<file path="config.mk">
export PLATFORM = sky130hd
export DESIGN_NAME = uart_regfile_v2
export DESIGN_NICKNAME = d
export VERILOG_FILES = /design/src/rtl/uart_regfile_v2.sv
export SDC_FILE = /design/constraint.sdc
export NUM_CORES = 1
export LEC_CHECK = 0
export CORE_ASPECT_RATIO = 1.2
export CORE_MARGIN = 2
export CORE_UTILIZATION = 25
export DETAILED_ROUTE_END_ITERATION = 16
export DONT_BUFFER_PORTS = 1
export PLACE_DENSITY = 0.35
export SKIP_LAST_GASP = 1
export SLEW_MARGIN = 20
export SYNTH_ARGS = -nofsm -noshare
export SYNTH_HDL_FRONTEND = slang
export SYNTH_SLANG_ARGS = --single-unit
</file>
<file path="constraint.sdc">
create_clock -name clk -period 1.6 [get_ports clk]
set_input_delay 0.4 -clock clk [delete_from_list [all_inputs] [get_ports clk]]
set_output_delay 0.4 -clock clk [all_outputs]
set_load 0.02 [all_outputs]
</file>
<file path="src/rtl/uart_regfile_v2.sv">
// rtl/uart_regfile_v2.sv - word-mapped UART register file with W1C interrupt status and push/pop strobes
module uart_regfile_v2 #(
    parameter int          ADDR_W     = 16,
    parameter int unsigned BASE_ADDR  = 0,
    parameter int          DIV_W      = 16,
    parameter int unsigned DIV_RESET  = 434,
    parameter logic [7:0]  CTRL_RESET = 8'h00
) (
    input  logic              clk,
    input  logic              rstb,
    input  logic              wr_en,
    input  logic [3:0]        be,
    input  logic [ADDR_W-1:0] wr_addr,
    input  logic [31:0]       wdata,
    input  logic              rd_en,
    input  logic [ADDR_W-1:0] rd_addr,
    output logic [31:0]       rdata,
    output logic              rd_rdy,
    output logic [7:0]        ctrl,
    output logic [DIV_W-1:0]  baud_div,
    output logic [7:0]        tx_data,
    output logic              tx_push,
    input  logic              tx_busy,
    input  logic              tx_done_evt,
    input  logic [7:0]        rx_data,
    input  logic              rx_valid,
    output logic              rx_pop,
    input  logic              rx_evt,
    input  logic              ovr_evt,
    output logic              irq,
    output logic              addr_err
);

    localparam logic [ADDR_W:0] BASE_EXT = (ADDR_W+1)'(BASE_ADDR);

    // Subtract in ADDR_W+1 bits so the borrow flags addresses below the base.
    function automatic logic [3:0] decode(input logic [ADDR_W-1:0] addr);
        logic [ADDR_W:0] off;
        logic [3:0]      res;
        off      = {1'b0, addr} - BASE_EXT;
        res[3]   = !off[ADDR_W] && (off[ADDR_W-1:5] == '0) && (off[1:0] == 2'b00);
        res[2:0] = off[4:2];
        return res;
    endfunction

    function automatic logic [31:0] merge(input logic [31:0] old_v,
                                          input logic [31:0] new_v,
                                          input logic [3:0]  lanes);
        logic [31:0] res;
        for (int i = 0; i < 4; i++)
            res[8*i +: 8] = lanes[i] ? new_v[8*i +: 8] : old_v[8*i +: 8];
        return res;
    endfunction

    logic [3:0]       w_dec, r_dec;
    logic [7:0]       wr_sel;
    logic [31:0]      rd_val;
    logic [2:0]       int_stat_q, int_stat_nxt, int_en_q, int_en_nxt, int_clr;
    logic [31:0]      scratch_q;

    always_comb begin
        w_dec  = decode(wr_addr);
        r_dec  = decode(rd_addr);
        wr_sel = (wr_en && w_dec[3]) ? (8'd1 << w_dec[2:0]) : 8'd0;

        int_clr      = (wr_sel[5] && be[0]) ? wdata[2:0] : 3'b000;
        int_en_nxt   = (wr_sel[6] && be[0]) ? wdata[2:0] : int_en_q;
        int_stat_nxt = (int_stat_q & ~int_clr) | {ovr_evt, tx_done_evt, rx_evt};

        case (r_dec[2:0])
            3'd0:    rd_val = {24'd0, ctrl};
            3'd1:    rd_val = 32'(baud_div);
            3'd3:    rd_val = {24'd0, rx_data};
            3'd4:    rd_val = {29'd0, irq, rx_valid, tx_busy};
            3'd5:    rd_val = {29'd0, int_stat_q};
            3'd6:    rd_val = {29'd0, int_en_q};
            3'd7:    rd_val = scratch_q;
            default: rd_val = 32'd0;
        endcase
    end

    always_ff @(posedge clk or negedge rstb) begin
        if (!rstb) begin
            rdata      <= 32'd0;
            rd_rdy     <= 1'b0;
            ctrl       <= CTRL_RESET;
            baud_div   <= DIV_W'(DIV_RESET);
            tx_data    <= 8'd0;
            tx_push    <= 1'b0;
            rx_pop     <= 1'b0;
            irq        <= 1'b0;
            addr_err   <= 1'b0;
            int_stat_q <= 3'd0;
            int_en_q   <= 3'd0;
            scratch_q  <= 32'd0;
        end else begin
            // Read data comes from pre-write state, giving read-before-write on collisions.
            rd_rdy   <= rd_en;
            rdata    <= (rd_en && r_dec[3]) ? rd_val : 32'd0;
            rx_pop   <= rd_en && r_dec[3] && (r_dec[2:0] == 3'd3) && rx_valid;
            addr_err <= (wr_en && !w_dec[3]) || (rd_en && !r_dec[3]);
            tx_push  <= wr_sel[2] && be[0];

            if (wr_sel[0] && be[0])
                ctrl <= wdata[7:0];
            if (wr_sel[1])
                baud_div <= DIV_W'(merge(32'(baud_div), wdata, be));
            if (wr_sel[2] && be[0])
                tx_data <= wdata[7:0];
            if (wr_sel[7])
                scratch_q <= merge(scratch_q, wdata, be);

            int_en_q   <= int_en_nxt;
            int_stat_q <= int_stat_nxt;
            irq        <= |(int_stat_nxt & int_en_nxt);
        end
    end

endmodule

</file>
Yosys cells after proc, flatten, opt, wreduce, memory -nomap -nowiden
Cells that the tools add are included.
{ "classes": {"n_mux": 5, "reduce_logical": 27, "eq_ne": 6, "bitwise_logic": 4, "shifts": 1} }
{ "op_table": {"columns": ["op", "n"], "rows": [
  ["$pmux 32 s7", 1],
  ["$mux 32", 1],
  ["$logic_not 11->1", 2],
  ["$eq 3x3->1 const B", 4],
  ["$logic_and 1x1->1", 12],
  ["$reduce_and 2->1", 6],
  ["$mux 8", 1],
  ["$shl 1x3->8 const A", 1],
  ["$and 3x3->3", 2],
  ["$mux 3", 2],
  ["$logic_not 2->1", 2],
  ["$eq 3x1->1 const B", 1],
  ["$eq 3x2->1 const B", 1],
  ["$logic_not 3->1", 1],
  ["$not 3->3", 1],
  ["$or 3x3->3", 1],
  ["$reduce_or 3->1", 1],
  ["$logic_not 1->1", 2],
  ["$logic_or 1x1->1", 1]
]} }
{ "totals": {"reg_bits": 107, "elab_cells": 59, "out_inout_bits": 69, "in_bits": 85} }

Logic depth before layout (Yosys ltp)
{ "depth": {"depth_word": 11, "mapped_depth": 7} }

Least setup slack after synthesis
OpenSTA, ideal clock, no wires.
{ "synth_path": {"kind": "input-to-reg", "start": "in wr_addr[12]", "end": "reg irq", "arrival_time_ns": 2.364, "required_time_ns": 1.474, "path_slack_ns": -0.890, "setup_ns": 0.126, "cell_stages": 6, "n_path_buf": 1, "cell_sequence": "or4_4 > or4_1 > buf_2 > nor2_1 > mux2_2 > a221o_1"} }
{ "synth_between": {"word_cells_on_any_way": 13, "classes_between": "mux (3); bitwise (4); reduce/logical (6)"} }
{ "synth_rtl": {"columns": ["element", "line", "text"], "rows": [
  ["from (decl)", "13", "input logic [ADDR_W-1:0] wr_addr,"],
  ["$logic_not 11->1", "41", "res[3] = !off[ADDR_W] && (off[ADDR_W-1:5] == '0) && (off[1:0] == 2'b00);"],
  ["$logic_and 1x1->1", "41", null],
  ["$logic_and 1x1->1", "64", "wr_sel = (wr_en && w_dec[3]) ? (8'd1 << w_dec[2:0]) : 8'd0;"],
  ["$mux 8", "64", null],
  ["$logic_and 1x1->1", "67", "int_en_nxt = (wr_sel[6] && be[0]) ? wdata[2:0] : int_en_q;"],
  ["$mux 3", "67", null],
  ["net int_en_nxt[0]", "58", "logic [2:0] int_stat_q, int_stat_nxt, int_en_q, int_en_nxt, int_clr;"],
  ["$and 3x3->3", "115", "irq <= |(int_stat_nxt & int_en_nxt);"],
  ["$reduce_or 3->1", "115", null],
  ["to (signal assigned)", "115", null],
  ["to (decl)", "30", "output logic irq,"]
]} }
The timed path passes the listed nets, and every way through them passes these cells.
A chain may end at the register's enable or synchronous reset.

Worst setup path after layout
Same ends and word-level chain as after synthesis.

==> summary.txt <==
Clocking
  – Root buffer cell: clkbuf_16
  – Clock tree buffer depth: 2
  – CTS tree: done
  – CTS clk-pin slew, worst paths: 70 ps
  – Worst skew pair latency: 350 ps
  – H-Tree Depth: 3
  – Clock sinks: 107
  – CTS Buf Count: 9

STA
  – Hold slack: -266 ps
  – RSZ-0062 raised after global routing: true
  – Final setup viols: 72
  – Fin worst setup slack: -483 ps
  – Worst-Margin Slew: 518 ps
  – Final hold violations: 107
  – Crit path time final: 2080 ps
  – Fin Clk Skew: 7.15 ps
  – Max_slew headroom: 65.5%
  – Fmax: 480 MHz
  – Final slew viol count: 0
  – Final TNS setup: -24270 ps
  – Fin crit share: 130%

Die
  – IO Pins: 154
  – Row Count: 53
  – Die Span Y: 149 µm
  – Die Wd: 125 µm
  – Starting Density: 25.3%
  – Core area: 0.0174 mm²
  – Die ar.: 0.0187 mm²

Final layout
  – Fill cells: 1789
  – Share of layout cells above drive strength 1: 38.2%
  – Sequential Area: 0.00268 mm²
  – Finished Layout Cells: 568
  – ANT cells: 0
  – Area Overhead vs Synth: 21.2%
  – Multi-input logic area: 0.00189 mm²
  – NumNets Final: 428

Placed design
  – Pre-CTS WS: -912 ps
  – Placed cell count: 555
  – Gpl congestion: 0.662
  – IO Port Bufs: 0
  – Hpwl dp: 7.97 mm

Drt
  – Drt total wl: 11.8 mm
  – Residual DRC: 0
  – Number of vias per cell: 4.73
  – DRT iter0 DRCs: 94
  – Final ANT Viol Nets: 0
  – WL/cell: 20.8 µm
  – Initial DRT Pass Iterations: 4
  – Routed vias: 2685

Min path
  – Min-delay worst type: in -> async

Power
  – Max rail drop VDD: 397 µV
  – Seq pwr share: 55.1%
  – Net Sw Power: 1.10 mW
  – Cell-internal power: 3.82 mW
  – Sw frac: 22.3%
  – Power share of the clock group: 43.1%
  – Leakage: 2.38 nW
  – Logic pwr share: 1.8%
  – Power density cells: 922 mW/mm²

Global routing
  – Largest net degree at the start of global routing: 108
  – Global-route wire length before repair: 18.1 mm
  – Vias in the first global route: 2952
  – GR Overflow Total: 0
  – Initial antenna violation count: 0
  – Total track usage: 12.9%

Logic synthesis
  – Synth Flop Type: dfrtp_1
  – Seq/Total Area, Yosys: 61.0%
  – Largest cells by area after synthesis: dfrtp_1 58%, mux2_2 18%, and2_1 3.1%
  – Synth area leader: dfrtp_1
  – Mean Syn Cell Area: 13.4 µm²
  – Unique masters post-synth: 41
  – Post-Syn Nets: 414
  – Top-area cell type share of the netlist area: 58.0%
  – Register bit total from synthesis: 107
  – Asr flop ratio synth: 100%
  – Synthesis Warnings: 0
  – EDFF count, synth: 0
  – Mapped Area: 0.00440 mm²
  – Synth Instances: 329

Job
  – # Max-Cap Violations: 0

Outcome
  – Status: finished, violations left
  – Failing checks: negative hold slack, negative setup slack

Critical path
  – Setup crit end kind: flip-flop
  – CP Max Fanout: 5
  – CP arrival: 2330 ps
  – CP Class: in -> reg
  – Required @ worst endpoint: 1850 ps
  – Startpoint types: input pin
cell usage in the layout, fill, tap and decap left out, drive strengths merged, types with 2 or more instances in the layout:
| master | n |
|---|---|
| a211oi | 2 |
| a22oi | 14 |
| a31oi | 5 |
| and2 | 22 |
| and4 | 2 |
| buf | 19 |
| clkbuf | 9 |
| clkinv | 3 |
| clkinvlp | 2 |
| dfrtp | 102 |
| dfstp | 5 |
| inv | 6 |
| mux2 | 72 |
| mux2i | 3 |
| mux4 | 2 |
| nand2 | 9 |
| nand3 | 6 |
| nor2 | 31 |
| nor2b | 4 |
| nor3 | 2 |
| nor4 | 3 |
| nor4b | 3 |
| o21ai | 4 |
| or2 | 2 |
| or4 | 3 |
registers in the layout, indices dropped and copies added, names as in the netlist, 3 cells and up:
name / count
rdata: 32
baud_div: 16
int_en_q: 3
tx_data: 8
ctrl: 8
scratch_q: 32
int_stat_q: 3
power groups by stage:
stage	Combinational [mW]	Clock [mW]	Sequential [mW]
6_report	0.0874	2.12	2.71
3_5_place_dp	0.0823	0	2.76
3_3_place_gp	0.0828	0	2.76
4_1_cts	0.0877	2.21	2.71
2_1_floorplan	0.0790	0	2.76
5_1_grt	0.0953	2.33	2.71
synth_stat cells, types with 2 or more instances:
cell type  instances
nor4b_1            3
nor2_1            30
buf_2              4
nor4_1             3
and4_1             2
dfstp_2            5
or2_2              2
mux2i_1            3
buf_4              4
a211oi_1           2
and2_1            22
inv_1              4
mux4_2             2
a31oi_1            5
or4_4              2
clkbuf_1           7
nand3_1            6
dfrtp_1          102
mux2_2            71
nor3_1             2
nor2b_1            4
o21ai_0            4
a22oi_1           14
nand2_1            9
metrics by stage:
step | util [%] | power, mW | cell area, µm² | hold WS (ps)
global placement | 28.1 | 2.85 | 4890 | 109
CTS | 30.3 | 5.01 | 5270 | -279
global route | 30.7 | 5.14 | 5340 | -290
floorplan | - | 2.84 | 4470 | 104
finish | 30.7 | 4.92 | 5340 | -266
detailed placement | 28.1 | 2.85 | 4890 | 109
logic make-up (layout without fill, tap and decap cells):
| family | Yosys count | count (layout) | synth area share, % |
|---|---|---|---|
| AO/OA/AOI/OAI | 32 | 32 | 5.26 |
| AND/OR/NAND/NOR | 93 | 93 | 11.5 |
| buffers and inverters | 20 | 39 | 2.16 |
| multiplexers | 77 | 77 | 20.1 |
| flip-flops | 107 | 107 | 61.0 |
final timing paths:
| path | from | end | slack, ps | depth (start not counted) |
|---|---|---|---|---|
| max in group asynchronous | rstb | baud_div[1] | 1660 | 0 |
| min reg2reg | scratch_q[19] | rdata[19] | 480 | 1 |
| max reg2reg | baud_div[6] | rdata[6] | 300 | 5 |
| min in group clk | rd_en | rd_rdy | 70 | 0 |
| min | rstb | scratch_q[14] | -270 | 0 |
| max | wr_addr[12] | irq | -480 | 6 |
critical path, cell delays in order:
cell and delay, ps:
or4_4 520, or4_4 530, buf_6 150, nor2_4 110, mux2_4 320, a221o_1 300
routing by layer:
layer  share of wire (%)  track usage [%]  vias up
met5                   0                0        -
met4                 1.3             4.33        0
met3                 8.3             5.63        9
met2                  49             20.4      108
met1                  42             15.9     1377
li1                    -                -     1191
final cells by class:
| cell class | instances | share of cell area (%) |
|---|---|---|
| sequential | 107 | 50.3 |
| inverter | 4 | 0.281 |
| multi-input combinational | 202 | 35.3 |
| clock buffer | 9 | 4.22 |
| clock inverter | 7 | 0.962 |
| timing repair buffer | 19 | 3.73 |
| tap | 220 | 5.16 |
what timing repair did:
item | in CTS | in global routing
endpoints found under the hold margin | 107 | 107
gates resized for setup | 46 | 16
pin swaps | 9 | 3
buffers inserted | 1 | 0
endpoints found under the setup margin | 71 | 73
No activity file was read; power rests on OpenSTA's default activity.
